### src/rtl/led_event_pkg.sv
// Shared definitions for the LED event arbiter: FSM encoding, clog2, leds layout.
// Latency: n/a (types and constant functions only).
// Backpressure: n/a.
package led_event_pkg;

   // Display FSM: waiting for a request, or holding an event on the LEDs.
   typedef enum logic {
      IDLE = 1'b0,
      SHOW = 1'b1
   } state_e;

   // leds = {one-hot source channel, payload}; payload sits at the bottom.
   localparam int LEDS_DATA_LSB = 0;

   // The channel one-hot field starts right above the payload.
   function automatic int leds_chan_lsb(input int data_w);
      return data_w;
   endfunction

   // Ceiling log2; clog2(1) = 0.
   function automatic int clog2(input int value);
      int r;
      r = 0;
      for (int v = value - 1; v > 0; v = v >> 1) begin
         r++;
      end
      return r;
   endfunction

endpackage

### src/rtl/led_event_arbiter_if.sv
// Event-source / LED-side bundle of the LED event arbiter.
// Latency: n/a (wiring only).
// Backpressure: none; events are strobes and drops are reported via overflow.
interface led_event_arbiter_if #(
   parameter int CHANNELS = 4,
   parameter int DATA_W   = 8
);
   logic [CHANNELS-1:0]        in_valid;
   logic [CHANNELS*DATA_W-1:0] in_data;
   logic                       mode_rr;
   logic [CHANNELS-1:0]        chan_mask;
   logic                       clear_ovf;
   logic [DATA_W+CHANNELS-1:0] leds;
   logic                       led_active;
   logic [CHANNELS-1:0]        overflow;

   // Producer / control side.
   modport master (
      output in_valid, in_data, mode_rr, chan_mask, clear_ovf,
      input  leds, led_active, overflow
   );

   // Arbiter side.
   modport slave (
      input  in_valid, in_data, mode_rr, chan_mask, clear_ovf,
      output leds, led_active, overflow
   );
endinterface

### src/rtl/event_fifo.sv
// Single-clock FIFO with extra-wrap-bit pointers; full/empty from pointer compare.
// Latency: written entry visible on rd_data the cycle after the push edge.
// Backpressure: push while full is ignored unless a pop happens in the same cycle.
module event_fifo
   import led_event_pkg::*;
#(
   parameter int DATA_W = 8,
   parameter int DEPTH  = 4
) (
   input  logic              clk,
   input  logic              rst,
   input  logic              push,
   input  logic              pop,
   input  logic [DATA_W-1:0] wr_data,
   output logic [DATA_W-1:0] rd_data,
   output logic              full,
   output logic              empty
);
   localparam int AW = clog2(DEPTH);

   logic [AW:0]       wr_ptr;
   logic [AW:0]       rd_ptr;
   logic [DATA_W-1:0] mem [DEPTH];
   logic              push_ok;
   logic              pop_ok;

   assign empty   = (wr_ptr == rd_ptr);
   assign full    = (wr_ptr[AW] != rd_ptr[AW]) && (wr_ptr[AW-1:0] == rd_ptr[AW-1:0]);
   // A pop frees the head slot on the same edge, so a push on full is safe then.
   assign push_ok = push && (!full || pop);
   assign pop_ok  = pop && !empty;
   assign rd_data = mem[rd_ptr[AW-1:0]];

   // Pointer update; pointers wrap naturally through the extra bit.
   always_ff @(posedge clk or posedge rst) begin
      if (rst) begin
         wr_ptr <= '0;
         rd_ptr <= '0;
      end else begin
         if (push_ok) wr_ptr <= wr_ptr + 1'b1;
         if (pop_ok)  rd_ptr <= rd_ptr + 1'b1;
      end
   end

   // Storage write; contents need no reset since the pointers define validity.
   always_ff @(posedge clk) begin
      if (push_ok) mem[wr_ptr[AW-1:0]] <= wr_data;
   end
endmodule

### src/rtl/led_event_arbiter.sv
// Buffers per-channel LED events, arbitrates (fixed/round-robin), holds each on the LEDs.
// Latency: event pushed at edge k reaches leds at edge k+1 when idle; held HOLD_CYCLES cycles.
// Backpressure: none upstream; per-channel FIFO drops on full and sets sticky overflow.
module led_event_arbiter
   import led_event_pkg::*;
#(
   parameter int CHANNELS    = 4,
   parameter int DATA_W      = 8,
   parameter int DEPTH       = 4,
   parameter int HOLD_CYCLES = 50_000_000
) (
   input logic               clk,
   input logic               rst,
   led_event_arbiter_if.slave bus
);
   localparam int CNT_W = (clog2(HOLD_CYCLES) < 1) ? 1 : clog2(HOLD_CYCLES);
   localparam int LG_W  = clog2(CHANNELS);
   localparam logic [CNT_W-1:0] HOLD_RELOAD = CNT_W'(HOLD_CYCLES - 1);
   localparam logic [LG_W-1:0]  LAST_RESET  = LG_W'(CHANNELS - 1);

   logic [CHANNELS-1:0]        full;
   logic [CHANNELS-1:0]        empty;
   logic [CHANNELS-1:0]        pop_vec;
   logic [CHANNELS-1:0]        req;
   logic [CHANNELS-1:0]        drop;
   logic [DATA_W-1:0]          fifo_dat [CHANNELS];

   logic                       gnt_vld;
   logic [LG_W-1:0]            gnt_idx;
   logic [CHANNELS-1:0]        gnt_oh;

   state_e                     state_q, state_d;
   logic [CNT_W-1:0]           cnt_q, cnt_d;
   logic [DATA_W+CHANNELS-1:0] leds_q, leds_d;
   logic [LG_W-1:0]            last_q, last_d;
   logic [CHANNELS-1:0]        ovf_q, ovf_d;

   for (genvar g = 0; g < CHANNELS; g++) begin : g_fifo
      event_fifo #(
         .DATA_W (DATA_W),
         .DEPTH  (DEPTH)
      ) u_fifo (
         .clk     (clk),
         .rst     (rst),
         .push    (bus.in_valid[g]),
         .pop     (pop_vec[g]),
         .wr_data (bus.in_data[g*DATA_W +: DATA_W]),
         .rd_data (fifo_dat[g]),
         .full    (full[g]),
         .empty   (empty[g])
      );
   end

   // Masked channels keep buffering but never request.
   assign req  = ~empty & ~bus.chan_mask;
   assign drop = bus.in_valid & full & ~pop_vec;

   // Grant selection: lowest index, or first requester after last_grant with wrap.
   always_comb begin
      gnt_vld = 1'b0;
      gnt_idx = '0;
      gnt_oh  = '0;
      if (!bus.mode_rr) begin
         // Scan downwards so the lowest requesting index is the final assignment.
         for (int i = CHANNELS - 1; i >= 0; i--) begin
            if (req[LG_W'(i)]) begin
               gnt_vld = 1'b1;
               gnt_idx = LG_W'(i);
            end
         end
      end else begin
         // Scan offsets downwards so the nearest channel after last_grant wins.
         for (int off = CHANNELS; off >= 1; off--) begin
            if (req[LG_W'((int'(last_q) + off) % CHANNELS)]) begin
               gnt_vld = 1'b1;
               gnt_idx = LG_W'((int'(last_q) + off) % CHANNELS);
            end
         end
      end
      gnt_oh[gnt_idx] = gnt_vld;
   end

   // Next-state, hold counter, LED load and FIFO pop for the display FSM.
   always_comb begin
      state_d = state_q;
      cnt_d   = cnt_q;
      leds_d  = leds_q;
      last_d  = last_q;
      pop_vec = '0;
      case (state_q)
         IDLE: begin
            if (gnt_vld) begin
               state_d                                  = SHOW;
               pop_vec[gnt_idx]                         = 1'b1;
               leds_d[leds_chan_lsb(DATA_W) +: CHANNELS] = gnt_oh;
               leds_d[LEDS_DATA_LSB +: DATA_W]          = fifo_dat[gnt_idx];
               cnt_d                                    = HOLD_RELOAD;
               last_d                                   = gnt_idx;
            end
         end
         SHOW: begin
            if (cnt_q != '0) begin
               cnt_d = cnt_q - 1'b1;
            end else if (gnt_vld) begin
               // Back-to-back: reload straight away, no idle gap.
               pop_vec[gnt_idx]                         = 1'b1;
               leds_d[leds_chan_lsb(DATA_W) +: CHANNELS] = gnt_oh;
               leds_d[LEDS_DATA_LSB +: DATA_W]          = fifo_dat[gnt_idx];
               cnt_d                                    = HOLD_RELOAD;
               last_d                                   = gnt_idx;
            end else begin
               state_d = IDLE;
            end
         end
      endcase
   end

   // Sticky drop flags; a drop in the clearing cycle wins over the clear.
   always_comb begin
      ovf_d = bus.clear_ovf ? '0 : ovf_q;
      ovf_d = ovf_d | drop;
   end

   // Registered FSM state, display and arbitration history.
   always_ff @(posedge clk or posedge rst) begin
      if (rst) begin
         state_q <= IDLE;
         cnt_q   <= '0;
         leds_q  <= '0;
         last_q  <= LAST_RESET;
         ovf_q   <= '0;
      end else begin
         state_q <= state_d;
         cnt_q   <= cnt_d;
         leds_q  <= leds_d;
         last_q  <= last_d;
         ovf_q   <= ovf_d;
      end
   end

   assign bus.leds       = leds_q;
   assign bus.led_active = (state_q == SHOW);
   assign bus.overflow   = ovf_q;
endmodule

### src/flat_wrapper.sv
// flat-port wrapper written by rule: the top's interface ports become plain ports
module led_event_arbiter_flat import led_event_pkg::*;
#(
   parameter int CHANNELS    = 4,
   parameter int DATA_W      = 8,
   parameter int DEPTH       = 4,
   parameter int HOLD_CYCLES = 50_000_000
)
  (clk, rst, bus_in_valid, bus_in_data, bus_mode_rr, bus_chan_mask, bus_clear_ovf, bus_leds, bus_led_active, bus_overflow);
  led_event_arbiter_if #(.CHANNELS(CHANNELS), .DATA_W(DATA_W)) bus_i ();
  input logic clk;
  input logic rst;
  input wire logic [$bits(bus_i.in_valid)-1:0] bus_in_valid;
  input wire logic [$bits(bus_i.in_data)-1:0] bus_in_data;
  input wire logic [$bits(bus_i.mode_rr)-1:0] bus_mode_rr;
  input wire logic [$bits(bus_i.chan_mask)-1:0] bus_chan_mask;
  input wire logic [$bits(bus_i.clear_ovf)-1:0] bus_clear_ovf;
  output wire logic [$bits(bus_i.leds)-1:0] bus_leds;
  output wire logic [$bits(bus_i.led_active)-1:0] bus_led_active;
  output wire logic [$bits(bus_i.overflow)-1:0] bus_overflow;
  assign bus_i.in_valid = bus_in_valid;
  assign bus_i.in_data = bus_in_data;
  assign bus_i.mode_rr = bus_mode_rr;
  assign bus_i.chan_mask = bus_chan_mask;
  assign bus_i.clear_ovf = bus_clear_ovf;
  assign bus_leds = bus_i.leds;
  assign bus_led_active = bus_i.led_active;
  assign bus_overflow = bus_i.overflow;
  led_event_arbiter #(.CHANNELS(CHANNELS), .DATA_W(DATA_W), .DEPTH(DEPTH), .HOLD_CYCLES(HOLD_CYCLES)) u_core (.clk(clk), .rst(rst), .bus(bus_i));
endmodule
### config.mk
export PLATFORM = sky130hd
export DESIGN_NAME = led_event_arbiter_flat
export DESIGN_NICKNAME = d
export VERILOG_FILES = /design/src/rtl/led_event_pkg.sv /design/src/rtl/led_event_arbiter_if.sv /design/src/rtl/event_fifo.sv /design/src/rtl/led_event_arbiter.sv /design/src/flat_wrapper.sv
export SDC_FILE = /design/constraint.sdc
export NUM_CORES = 1
export LEC_CHECK = 0
export BUFFER_PORTS_ARGS = -buffer_cell sky130_fd_sc_hd__clkbuf_2
export CORE_MARGIN = 10
export CORE_UTILIZATION = 60
export DETAILED_ROUTE_END_ITERATION = 16
export GPL_TIMING_DRIVEN = 0
export PLACE_DENSITY = 0.91
export SYNTH_ARGS = -nofsm -noshare
export SYNTH_HDL_FRONTEND = slang
export SYNTH_SLANG_ARGS = --single-unit
### constraint.sdc
create_clock -name clk -period 5.72 [get_ports clk]
set_input_delay 0.286 -clock clk [delete_from_list [all_inputs] [get_ports clk]]
set_output_delay 0.286 -clock clk [all_outputs]
set_load 0.005 [all_outputs]
==> run metrics <==
status complete, no violations; dpl hpwl ~13 mm; setup_tns 0 ps; Core Util, Final around two thirds; I/O Pins 61; diodes inserted 0; initial antenna violation count 0; Synth Area in Simple Gates 7.05%; Remaining DRCs 0; sequential fraction of the synthesis area 63.3%; post-cts resize count 0; clk slew on worst S/H paths 70 ps; Initial Util 60.8%; LEAKAGE between 3 and 4 nW; vias post-DR between 5,000 and 6,000; ys async rst share between 30% and 40%; Core ar. ~14,000 sq um; Total Wirelength 18.1 mm; post-synthesis cell count 546; Antenna Violating Nets Remaining 0; Final nets around 700; Cell Rows 44; Synth cell types ~80; Top FF cell, synth edfxtp_1; final hold viol count 0; DR WL/cell approximately 22 um; clk_skew approximately 16 ps; syn nets between 600 and 700; EDFF count, synth 128; overall power between 3 and 4 mW; crit path max fanout 9; first-pass GRT wire length ~29 mm; clk_lat worst skew around 440 ps; Setup Fix Bufs, Post-CTS 0; Syn Area/Cell 16.1 sq um; Worst EP required slightly below 6000 ps; layout cells sized above 1 25.7%; height of the die about 140 um; total grt overflow 0; DIE AREA roughly 20,000 sq um; RSZ-0062 raised after global routing false; crit start category flop; Max Transition Viols Final 0; largest family of logic cells by synthesized area multiplexers; clock root cell clkbuf_16; Buffers on Ports 60; drt first pass iters 5; synth top area cells edfxtp_1, dfrtp_1, mux4_2; area grow syn2layout 12.8%; largest net degree at the start of global routing 41; # setup viols final 0; Netlist Area Pre-Place about 8800 sq um; maximum buffer depth of the clock tree 2; register bit total from synthesis 197; vias in the first global route 5,395; die width ~140 um; maximum VDD drop 0.256 mV; Num CTS Buffers 17; Num Clock Sinks 197; CTS tree done; drt first-iter violations roughly 380; Peak Freq roughly 290 MHz; Setup crit end kind flop; maxcap violations 0; Compound-Gate Fraction of Synth Area 8.25%; Synth Area in XOR/XNOR approximately 4.3%; Yosys top cell area share between 40% and 50%; Period Utilization, post-route between 50% and 60%; average vias per placed instance approximately 6; power per cell area between 300 and 400 nW/um^2; CTS Hold Buffers Added 0; GP Congestion a little over 0.8; GRT Resource Usage Total a little under a fifth; slew margin rel. about two fifths; largest area contributor in the netlist edfxtp_1; H-tree depth 4; Yosys Warn Count 0; worst slew pin tran just under 900 ps; Post-Synth Adder-Cell Area 2.98%; worst min-delay path category primary input to async pin; Critical Path AT about 3500 ps; mux cell area share after synthesis about an eighth; CP Class flop to flop; post-layout min period 3420 ps
cell type report:
| type | count | area (sq um) |
|---|---|---|
| multi-input cells | 313 | 3020 |
| well taps | 184 | 230 |
| plain buffers | 16 | 143 |
| inverters | 20 | 75.1 |
| clock inverters | 15 | 148 |
| repair buffers | 61 | 320 |
| fillers | 892 | 4550 |
| flip-flops and latches | 197 | 5570 |
| clock buffers | 17 | 425 |
sequential cells by signal, indices dropped and copies added, names as in the netlist:
signal                       cells
u_core.g_fifo.u_fifo.mem       128
u_core.cnt_q                    26
u_core.bus.leds                 12
u_core.g_fifo.u_fifo.rd_ptr     12
u_core.g_fifo.u_fifo.wr_ptr     12
u_core.bus.overflow              4
u_core.last_q                    2
u_core.bus.led_active            1
cell families after synthesis:
group / after synthesis
AO/OA/AOI/OAI: 78
AND/OR/NAND/NOR: 118
buffers and inverters: 36
adder cells (fa/ha/maj): 21
flip-flops: 197
multiplexers: 58
XOR/XNOR: 38
synth_stat cells, types with 3 or more instances:
master / count
o21ai_0: 7
a31oi_1: 6
nor4_1: 5
o21a_1: 3
edfxtp_1: 128
nand2b_1: 3
and2_1: 10
ha_1: 21
nor3_1: 6
xor2_1: 8
nand2_1: 44
mux2_1: 5
mux2i_1: 17
and3_1: 5
clkbuf_1: 3
nor2_1: 21
o31ai_1: 3
mux2_2: 3
xnor2_2: 3
mux4_1: 9
nand3_1: 6
o211ai_1: 3
inv_1: 20
a211oi_1: 3
dfrtp_1: 67
xnor2_1: 24
mux4_2: 23
xor2_2: 3
o221ai_1: 8
a21oi_1: 7
buf_6: 10
critical path, cell delays in order (launching register included):
cell	delay, ps
dfrtp_1	410
inv_1	70
ha_1	190
nor4b_2	430
nor3b_2	380
a31oi_2	230
a21oi_4	360
and4_1	260
buf_6	150
o31a_4	160
and2_1	420
layout by cell type (no fill, tap or decap), drive strengths merged, types with 17 or more instances in the layout:
cell type,instances
mux2i,17
nand2,44
clkbuf,80
xnor2,27
edfxtp,128
dfrtp,67
nor2,21
ha,21
inv,26
mux4,32
final timing paths:
path                            slack [ps]                 from                           endpoint  depth (start not counted)
max in group asynchronous             4960                  rst                   u_core.last_q[1]                          3
worst max-delay path                  2300      u_core.cnt_q[0]  u_core.g_fifo[2].u_fifo.mem[2][5]                         10
worst min register to register         490  u_core.bus.leds[10]                u_core.bus.leds[10]                          1
worst max register to register        2300      u_core.cnt_q[0]  u_core.g_fifo[2].u_fifo.mem[2][5]                         10
min in group clk                        60      bus_in_data[26]  u_core.g_fifo[3].u_fifo.mem[2][2]                          1
worst min-delay path                    20                  rst                    u_core.cnt_q[5]                          2
per-layer routing:
layer	GRT usage (%)	vias up	share of wire [%]
met1	23.2	2616	41
met5	0	-	0
met4	7.55	0	2.8
met3	4.47	35	4.7
li1	-	2267	-
met2	31.1	166	52
through the flow:
stage	worst slack (ps)	hold slack [ps]	cell area (sq um)	std cells
4_1_cts	2280	46.6	9930	823
2_1_floorplan	2930	385	8810	546
3_5_place_dp	2310	483	9360	791
5_1_grt	2020	56.6	9930	823
6_report	2300	23.1	9930	823
3_3_place_gp	2490	461	9340	790
report_power, final:
group	internal [mW]	switching (mW)	total, mW
logic	0.320	0.470	0.791
registers	1.79	0.118	1.91
clock network	0.610	0.537	1.15
total	2.72	1.13	3.84
No activity file was read; power rests on OpenSTA's default activity.
